### src/rtl/spwm_pkg.sv
// Shared types and default widths for the SPWM sequencer.
package spwm_pkg;

  typedef enum logic [2:0] {
    IDLE,
    POS_RISE,
    POS_FALL,
    NEG_RISE,
    NEG_FALL
  } spwm_state_t;

  localparam int unsigned SPWM_CARRIER_W   = 10;
  localparam int unsigned SPWM_ADDR_W      = 8;
  localparam int unsigned SPWM_DIV_W       = 16;
  localparam int unsigned SPWM_CARRIER_MAX = 1023;

endpackage

### src/rtl/spwm_carrier_gen.sv
// Prescaled triangle carrier; valley_c flags the tick that brings a down ramp to 0.
module spwm_carrier_gen
  import spwm_pkg::*;
#(
  parameter int unsigned CARRIER_W   = SPWM_CARRIER_W,
  parameter int unsigned CARRIER_MAX = SPWM_CARRIER_MAX,
  parameter int unsigned DIV_W       = SPWM_DIV_W
) (
  input  logic                 clk,
  input  logic                 rst,
  input  logic                 en,
  input  logic [DIV_W-1:0]     div,
  output logic [CARRIER_W-1:0] carrier,
  output logic                 valley_c
);

  localparam logic [CARRIER_W-1:0] PEAK = CARRIER_W'(CARRIER_MAX);

  logic [DIV_W-1:0] presc;
  logic             dir_up;
  logic             tick_c;

  // >= so a lowered divider wraps at the next compare instead of overrunning
  assign tick_c   = en && (presc >= div);
  assign valley_c = tick_c && !dir_up && (carrier == CARRIER_W'(1));

  always_ff @(posedge clk or posedge rst) begin
    if (rst) begin
      presc   <= '0;
      carrier <= '0;
      dir_up  <= 1'b1;
    end else if (!en) begin
      presc   <= '0;
      carrier <= '0;
      dir_up  <= 1'b1;
    end else begin
      presc <= tick_c ? '0 : presc + DIV_W'(1);
      if (tick_c) begin
        if (dir_up) begin
          carrier <= carrier + CARRIER_W'(1);
          if (carrier == PEAK - CARRIER_W'(1)) dir_up <= 1'b0;
        end else begin
          carrier <= carrier - CARRIER_W'(1);
          if (carrier == CARRIER_W'(1)) dir_up <= 1'b1;
        end
      end
    end
  end

endmodule

### src/rtl/spwm_sequencer.sv
// SPWM sequencer: carrier, quarter-wave address and half-cycle enables.
// Optional SPWM_SYNC_UPDATE_EN: carrier_div only takes effect at sine-cycle boundaries.
module spwm_sequencer
  import spwm_pkg::*;
#(
  parameter int unsigned CARRIER_W   = SPWM_CARRIER_W,
  parameter int unsigned CARRIER_MAX = SPWM_CARRIER_MAX,
  parameter int unsigned ADDR_W      = SPWM_ADDR_W,
  parameter int unsigned DIV_W       = SPWM_DIV_W
) (
  input  logic                 clk,
  input  logic                 rst,
  input  logic                 start,
  input  logic                 stop,
  input  logic [DIV_W-1:0]     carrier_div,
  output logic [CARRIER_W-1:0] carrier,
  output logic [ADDR_W-1:0]    sine_addr,
  output logic                 en_inc,
  output logic                 en_dec,
  output logic                 modo_signal,
  output logic                 sample_strobe,
  output logic                 cycle_done,
  output logic                 busy
);

  localparam logic [ADDR_W-1:0] ADDR_MAX = '1;

  spwm_state_t      state;
  logic             stop_latch;
  logic             valley_c;
  logic             wrap_c;
  logic [DIV_W-1:0] div_eff;

  assign wrap_c = valley_c && (state == NEG_FALL) && (sine_addr == ADDR_W'(1));

`ifdef SPWM_SYNC_UPDATE_EN
  logic [DIV_W-1:0] div_shadow;

  always_ff @(posedge clk or posedge rst) begin
    if (rst)
      div_shadow <= '0;
    else if (((state == IDLE) && start) || wrap_c)
      div_shadow <= carrier_div;
  end

  assign div_eff = div_shadow;
`else
  assign div_eff = carrier_div;
`endif

  spwm_carrier_gen #(
    .CARRIER_W   (CARRIER_W),
    .CARRIER_MAX (CARRIER_MAX),
    .DIV_W       (DIV_W)
  ) u_carrier (
    .clk      (clk),
    .rst      (rst),
    .en       (busy),
    .div      (div_eff),
    .carrier  (carrier),
    .valley_c (valley_c)
  );

  // Outputs are updated alongside each state transition so they stay registered
  always_ff @(posedge clk or posedge rst) begin
    if (rst) begin
      state         <= IDLE;
      stop_latch    <= 1'b0;
      sine_addr     <= '0;
      en_inc        <= 1'b0;
      en_dec        <= 1'b0;
      modo_signal   <= 1'b0;
      sample_strobe <= 1'b0;
      cycle_done    <= 1'b0;
      busy          <= 1'b0;
    end else begin
      sample_strobe <= valley_c;
      cycle_done    <= wrap_c;
      if ((state != IDLE) && stop) stop_latch <= 1'b1;

      case (state)
        IDLE: begin
          if (start) begin
            state       <= POS_RISE;
            stop_latch  <= stop;
            sine_addr   <= '0;
            busy        <= 1'b1;
            en_inc      <= 1'b1;
            modo_signal <= 1'b1;
          end
        end
        POS_RISE, NEG_RISE: begin
          if (valley_c) begin
            if (sine_addr == ADDR_MAX) begin
              state     <= (state == POS_RISE) ? POS_FALL : NEG_FALL;
              sine_addr <= ADDR_MAX - ADDR_W'(1);
            end else begin
              sine_addr <= sine_addr + ADDR_W'(1);
            end
          end
        end
        POS_FALL: begin
          if (valley_c) begin
            if (sine_addr == ADDR_W'(1)) begin
              state       <= NEG_RISE;
              sine_addr   <= '0;
              en_inc      <= 1'b0;
              en_dec      <= 1'b1;
              modo_signal <= 1'b0;
            end else begin
              sine_addr <= sine_addr - ADDR_W'(1);
            end
          end
        end
        NEG_FALL: begin
          if (valley_c) begin
            if (sine_addr == ADDR_W'(1)) begin
              sine_addr <= '0;
              en_dec    <= 1'b0;
              if (stop_latch) begin
                state      <= IDLE;
                stop_latch <= 1'b0;
                busy       <= 1'b0;
              end else begin
                state       <= POS_RISE;
                en_inc      <= 1'b1;
                modo_signal <= 1'b1;
              end
            end else begin
              sine_addr <= sine_addr - ADDR_W'(1);
            end
          end
        end
        default: state <= IDLE;
      endcase
    end
  end

endmodule

### config.mk
export PLATFORM = sky130hd
export DESIGN_NAME = spwm_sequencer
export DESIGN_NICKNAME = d
export VERILOG_FILES = /design/src/rtl/spwm_pkg.sv /design/src/rtl/spwm_carrier_gen.sv /design/src/rtl/spwm_sequencer.sv
export SDC_FILE = /design/constraint.sdc
export NUM_CORES = 1
export LEC_CHECK = 0
export CORE_ASPECT_RATIO = 1.4
export CORE_MARGIN = 5
export CORE_UTILIZATION = 50
export DETAILED_ROUTE_END_ITERATION = 10
export PLACE_DENSITY = 0.77
export RECOVER_POWER = 50
export SLEW_MARGIN = 0
export SYNTH_ARGS = -nofsm -noshare
export SYNTH_HDL_FRONTEND = slang
export SYNTH_SLANG_ARGS = --single-unit
### constraint.sdc
create_clock -name clk -period 2.6 [get_ports clk]
set_input_delay 0.52 -clock clk [delete_from_list [all_inputs] [get_ports clk]]
set_output_delay 0.52 -clock clk [all_outputs]
set_load 0.01 [all_outputs]
==> run_results.csv, run 1 <==
group,metric,value,unit
synth,synth.cells.most_frequent,"dfrtp_1, nor2_1, inv_1",
layout,nets,479,
run_status,outcome,"completed",
die,fp.dieW,76.1,microns
routing,num_vias,2911,
timing,tightestPinTransition,1.10,ns
power,power.leakage,1.91,nW
clock_network,cts_tree,"done",
worst_setup_path,path_class,"in -> reg",
die,core,0.00590,sq mm
clock_network,numCtsBuffers,5,
synth,synth_seq_cells,44,
synth,ys_types,60,
worst_setup_path,path_max_fanout,7,
hold_path,min_path_type,"reg -> reg",
global_route,grt_overflow,0,
synth,synth_cells,354,
die,io_pins,44,
die,die_area,0.00780,sq mm
synth,synth_top_area_share,0.352,
clock_network,htreeDepth,2,
global_route,grt_usage,0.201,
layout,syn_to_final_growth,35.8,%
flow_run,drv_cap,0,
global_route,first_global_vias,2851,
layout,stdcell_area,0.00415,sq mm
worst_setup_path,slowest_delay,0.45,ns
timing,slew-limit-headroom,0.264,
synth,synthArstFlopShare,1.00,
routing,drt-total-wl,7920,microns
die,initial_core_util,0.517,
die,die_h,102,microns
routing,vias_per_cell,5.75,
timing,holdWs,0.537,ns
synth,netlist_top_cells_area,"dfrtp_1, ha_1, nor2_1",
worst_setup_path,start_kind,"input pin",
worst_setup_path,crit_required,2.78,ns
timing,finalMaxSlewViolations,0,
placement,portBuffers,43,
global_route,grt_start_max_net_pins,45,
placement,place.gp.congestion,0.960,
clock_network,clock_latency,0.30,ns
synth,yosysMostFrequentCell,"dfrtp_1",
layout,diodes,0,
timing,period_minus_slack,2.55,ns
timing,finalSetupViolations,0,
timing,skew,0.00635,ns
routing,firstDrtPassIters,5,
routing,wl_per_cell,15.6,microns
synth,synth_top_area_cell,"dfrtp_1",
synth,synth_ff_type,"dfrtp_1",
power,finalPower,2.27,mW
layout,stdcell_count,506,
routing,ant_nets,0,
synth,ys_seq_area_frac,0.361,
synth,syn_area_per_cell,8.63,sq um
placement,dp.cells,492,
global_route,antenna_found_initial,0,
placement,placed_area,0.00385,sq mm
routing,dr.first_iter.drc_count,141,
worst_setup_path,critPathSlowestCell,"clkdlybuf4s50_1",
worst_setup_path,crit_arrival,2.73,ns
power,powerDensity,548,mW/mm^2
synth,yosysWarningCount,0,
clock_network,clk_pin_slew,0.08,ns
timing,fin_crit_sh,0.980,
clock_network,clkSinkCount,44,
layout,fillCellCount,469,
worst_setup_path,worstSetupEndpointType,"flop",
clock_network,clockBufferDepth,2,
worst_setup_path,path_cells,"clkdlybuf4s50_1, inv_1, ha_1, o21a_1, o21ai_2, o311ai_4, nor2_4, or3_4, a21o_1, a22o_1",
timing,finalHoldViolations,0,
timing,finalSetupTns,0,ns
placement,hpwl,5720,microns
synth,synth-edff-count,0,
global_route,grt_pass1_wl,13000,microns
power,vdd_ir_drop_max,0.000511,V
clock_network,root_buffer,"clkbuf_8",
routing,drc,0,
layout,drive_gt1_frac,0.204,
die,rows,33,
synth,syn_area,0.00306,sq mm
timing,fmax,0.392,GHz
synth,syn-num-nets,398,
worst_setup_path,r2r_slack,0.08,ns
timing,rsz0062_at_grt,"true",
-- power by group --
group	internal (mW)	leakage (nW)	switching [mW]
clock network	0.217	0.0455	0.231
logic	0.470	1.30	0.436
registers	0.783	0.565	0.138
total	1.47	1.91	0.804
-- logic make-up after synthesis --
logic type | count (synthesis) | synth area share
mux | 3 | 0.0102
fa+ha+maj | 24 | 0.0983
xor+xnor | 26 | 0.0745
buf+inv | 44 | 0.0586
simple gates | 140 | 0.233
compound gates | 73 | 0.165
flops | 44 | 0.361
-- metal layers --
layer,track usage,wire (microns)
met5,0,0
met4,0.0700,199
met3,0.0341,340
met2,0.365,4100
met1,0.240,3280
-- worst paths after layout --
| kind | cells after the start | endpoint | from |
|---|---|---|---|
| max | 10 | sine_addr[5] | carrier_div[2] |
| min | 1 | modo_signal | modo_signal |
| max reg2reg | 7 | sine_addr[5] | u_carrier.carrier[4] |
| min reg2reg | 1 | modo_signal | modo_signal |
| max in group asynchronous | 3 | u_carrier.carrier[9] | rst |
| min in group asynchronous | 3 | u_carrier.presc[15] | rst |
-- critical path, delay by kind of cell --
family / cells / cell delay (ns)
compound gates: 5 / 0.93
fa+ha+maj: 1 / 0.27
buf+inv: 2 / 0.49
simple gates: 2 / 0.52
-- flip-flops by register name, summed over array words and instances (netlist names), 3 cells and up --
name               count
u_carrier.presc       16
u_carrier.carrier     10
sine_addr              8
state                  3
-- final cells by class --
class / instances / area [sq um] / area share
inverters: 31 / 116 / 0.0280
well taps: 70 / 87.6 / 0.0211
multi-input cells: 266 / 1980 / 0.477
clock buffers: 8 / 90.1 / 0.0217
flip-flops and latches: 44 / 1100 / 0.266
repair buffers: 87 / 774 / 0.187
-- metrics by stage --
step	util	setup slack [ns]
finish	0.703	0.0507
global route	0.703	-0.0277
CTS	0.691	0.00127
detailed placement	0.652	-0.582
global placement	0.652	-0.486
floorplan	-	0.00362
-- repair_timing --
item | in CTS | in global routing
pin swaps | 23 | 16
setup buffers | 4 | 2
gates resized for setup | 36 | 12
endpoints found under the setup margin | 23 | 38
hold buffers | 0 | 0
-- cells in the final DEF (no fill, tap or decap), drive strengths merged, types with 16 or more instances in the layout --
cell type,Yosys,final
nor2,41,41
a21oi,16,16
ha,24,24
xnor2,16,16
nand3,20,20
clkdlybuf4s50,0,19
nand2,27,27
inv,30,29
dfrtp,43,43
buf,5,43
Note: power is estimated with default switching activity, not from simulation.
==> run 2, diff against run 1 <==
Settings changed: ABC_AREA set to 1, PLACE_DENSITY 0.77 to 0.83.
==> run 2 against run 1 <==
Effect of this change: global-route usage decreased by 0.73 points; highest routed layer unchanged; largest cell class unchanged; synthesized cell count increased by 25%; count of clock-buffer cells in the layout decreased by 2; clock power increased by 38%.
==> run_results.csv, run 2 <==
group,metric,value,unit
run_status,outcome,"completed",
synth,synthArstFlopShare,1.00,
clock_network,cts_tree,"done",
timing,skew,0.0104,ns
routing,num_vias,3035,
worst_setup_path,worstSetupEndpointType,"flop",
synth,synth_top_area_share,0.340,
routing,firstDrtPassIters,5,
synth,syn-num-nets,485,
timing,finalSetupTns,0,ns
clock_network,clock_latency,0.30,ns
timing,worst_slack,0.286,ns
worst_setup_path,start_kind,"input pin",
layout,top_register,"u_carrier.presc",
synth,netlist_top_cells_area,"dfrtp_1, nand2_1, ha_1",
timing,finalSetupViolations,0,
global_route,grt_start_max_net_pins,45,
worst_setup_path,critPathSlowestCell,"clkdlybuf4s50_1",
die,die_h,104,microns
clock_network,postCtsSetupBuffers,0,
layout,largest_reg_flops,16,
worst_setup_path,regToRegEndpoint,"modo_signal",
flow_run,drv_cap,0,
power,vdd_ir_drop_max,0.000611,V
synth,synth_seq_cells,44,
routing,drc,0,
routing,dr.first_iter.drc_count,126,
worst_setup_path,crit_arrival,2.51,ns
layout,drive_gt1_frac,0.0774,
layout,stdcell_area,0.00382,sq mm
timing,finalHoldViolations,0,
synth,synth_top_area_cell,"dfrtp_1",
clock_network,root_buffer,"clkbuf_8",
worst_setup_path,path_class,"in -> reg",
timing,rsz0062_at_grt,"false",
timing,period_minus_slack,2.31,ns
global_route,grt_usage,0.194,
clock_network,ctsHoldBuffers,0,
worst_setup_path,crit_required,2.80,ns
clock_network,htreeDepth,2,
layout,reg.largest.list,"u_carrier.presc x16, u_carrier.carrier x10, sine_addr x8",
worst_setup_path,crit_path_start,"carrier_div[3]",
global_route,antenna_found_initial,0,
die,rows,34,
placement,placed_area,0.00369,sq mm
global_route,grt_pass1_wl,13300,microns
power,power.leakage,1.89,nW
placement,portBuffers,43,
synth,synth-edff-count,0,
clock_network,cts_resized,0,
synth,ys_seq_area_frac,0.349,
timing,tightestPinTransition,1.04,ns
timing,finalMaxSlewViolations,0,
layout,syn_to_final_growth,20.9,%
synth,syn_area,0.00316,sq mm
die,die_area,0.00803,sq mm
routing,drt-total-wl,7220,microns
synth,syn_area_per_cell,7.17,sq um
layout,layout_common_cells,"nand2_1, inv_1, nor2_1",
synth,synth.cells.most_frequent,"nand2_1, inv_1, nor2_1",
clock_network,numCtsBuffers,5,
worst_setup_path,critPathMostFrequentCell,"nand2_1",
synth,synth_ff_type,"dfrtp_1",
worst_setup_path,endpoint,"modo_signal",
layout,nets,534,
clock_network,clk_pin_slew,0.09,ns
placement,pre_cts_slack,-0.0304,ns
layout,diodes,0,
routing,vias_per_cell,5.39,
clock_network,clkSinkCount,44,
worst_setup_path,path_cells,"clkdlybuf4s50_1, inv_1, ha_1, nand2_1, nor2_1, nor2_1, nand2_1, nand2_1, nand2_1, nand2_1, nand2_1, nand4_1, nand2_1, nand2_1, nand2_1, nand2_1",
placement,place.gp.congestion,0.896,
layout,fillCellCount,537,
die,core,0.00617,sq mm
synth,yosysWarningCount,0,
synth,ys_types,30,
die,fp.dieW,77.2,microns
timing,fin_crit_sh,0.890,
die,io_pins,44,
clock_network,clockBufferDepth,2,
worst_setup_path,path_max_fanout,5,
die,initial_core_util,0.512,
synth,yosysMostFrequentCell,"nand2_1",
synth,synth_cells,441,
worst_setup_path,r2r_cells,14,
worst_setup_path,slowest_delay,0.46,ns
global_route,first_global_vias,3137,
worst_setup_path,r2r_slack,0.55,ns
routing,wl_per_cell,12.8,microns
worst_setup_path,crit-reg2reg-launch,"u_carrier.presc[3]",
placement,hpwl,5600,microns
routing,ant_nets,0,
layout,layout_commonest_cell,"nand2_1",
global_route,grt_overflow,0,
hold_path,min_path_type,"reg -> reg",
timing,fmax,0.432,GHz
timing,slew-limit-headroom,0.305,
power,powerDensity,677,mW/mm^2
run 2: cell types whose count changed in the layout (fill, tap and decap cells not counted), sizes merged, moves of 7 or more:
cell	change
nand2	+78
o21ai	+22
clkdlybuf4s50	+11
xnor2	-13
inv	+43
a21oi	+7
buf	-37
dlygate4sd2	-12
and3	-9
nand4	+15
nor2	+14
run 2: stage by stage:
stage,hold slack (ns),utilization,instances,power (mW)
finish,0.520,0.619,563,2.59
global route,0.557,0.619,563,2.81
CTS,0.525,0.620,563,2.61
detailed placement,0.508,0.598,555,1.99
global placement,0.496,0.598,555,1.95
floorplan,0.464,-,441,1.60
run 2: logic make-up (layout without fill, tap and decap cells):
logic type,Yosys count,in the layout,synth area share
AO/OA/AOI/OAI,66,66,0.113
buffers and inverters,80,130,0.0994
AND/OR/NAND/NOR,215,215,0.311
adder cells (fa/ha/maj),24,24,0.0950
flip-flops,44,44,0.349
XOR/XNOR,12,12,0.0333
run 2: layout make-up:
class | instances | area (sq um) | area share
clock inverters | 2 | 60.1 | 0.0157
inverters | 72 | 270 | 0.0708
multi-input cells | 317 | 1740 | 0.457
well taps | 72 | 90.1 | 0.0236
clock buffers | 6 | 72.6 | 0.0190
flip-flops and latches | 44 | 1100 | 0.289
repair buffers | 50 | 480 | 0.126
run 2: critical path: cells and delay by family:
kind | cells | cell delay, ns
fa+ha+maj | 1 | 0.28
buf+inv | 2 | 0.50
simple gates | 13 | 1.20
run 2: report_power, final:
part           switching, mW  internal, mW  total [mW]
logic                  0.596         0.436        1.03
registers              0.149         0.785       0.934
clock network          0.234         0.384       0.618
run 2: routing by layer:
metal / global-route usage / vias to the layer above / share of wire
li1: - / 1527 / -
met1: 0.227 / 1424 / 0.41
met2: 0.340 / 69 / 0.53
met3: 0.0381 / 15 / 0.039
met4: 0.0762 / 0 / 0.021
met5: 0 / - / 0
run 2: worst min-delay path by stage:
stage                     depth (start not counted)                 end               start
after floorplan                                   2            state[0]            state[0]
after global placement                            2            state[0]            state[0]
after detailed placement                          2            state[0]            state[0]
after CTS                                         1  u_carrier.presc[0]  u_carrier.presc[0]
after global routing                              2            state[0]            state[0]
final                                             2            state[0]            state[0]
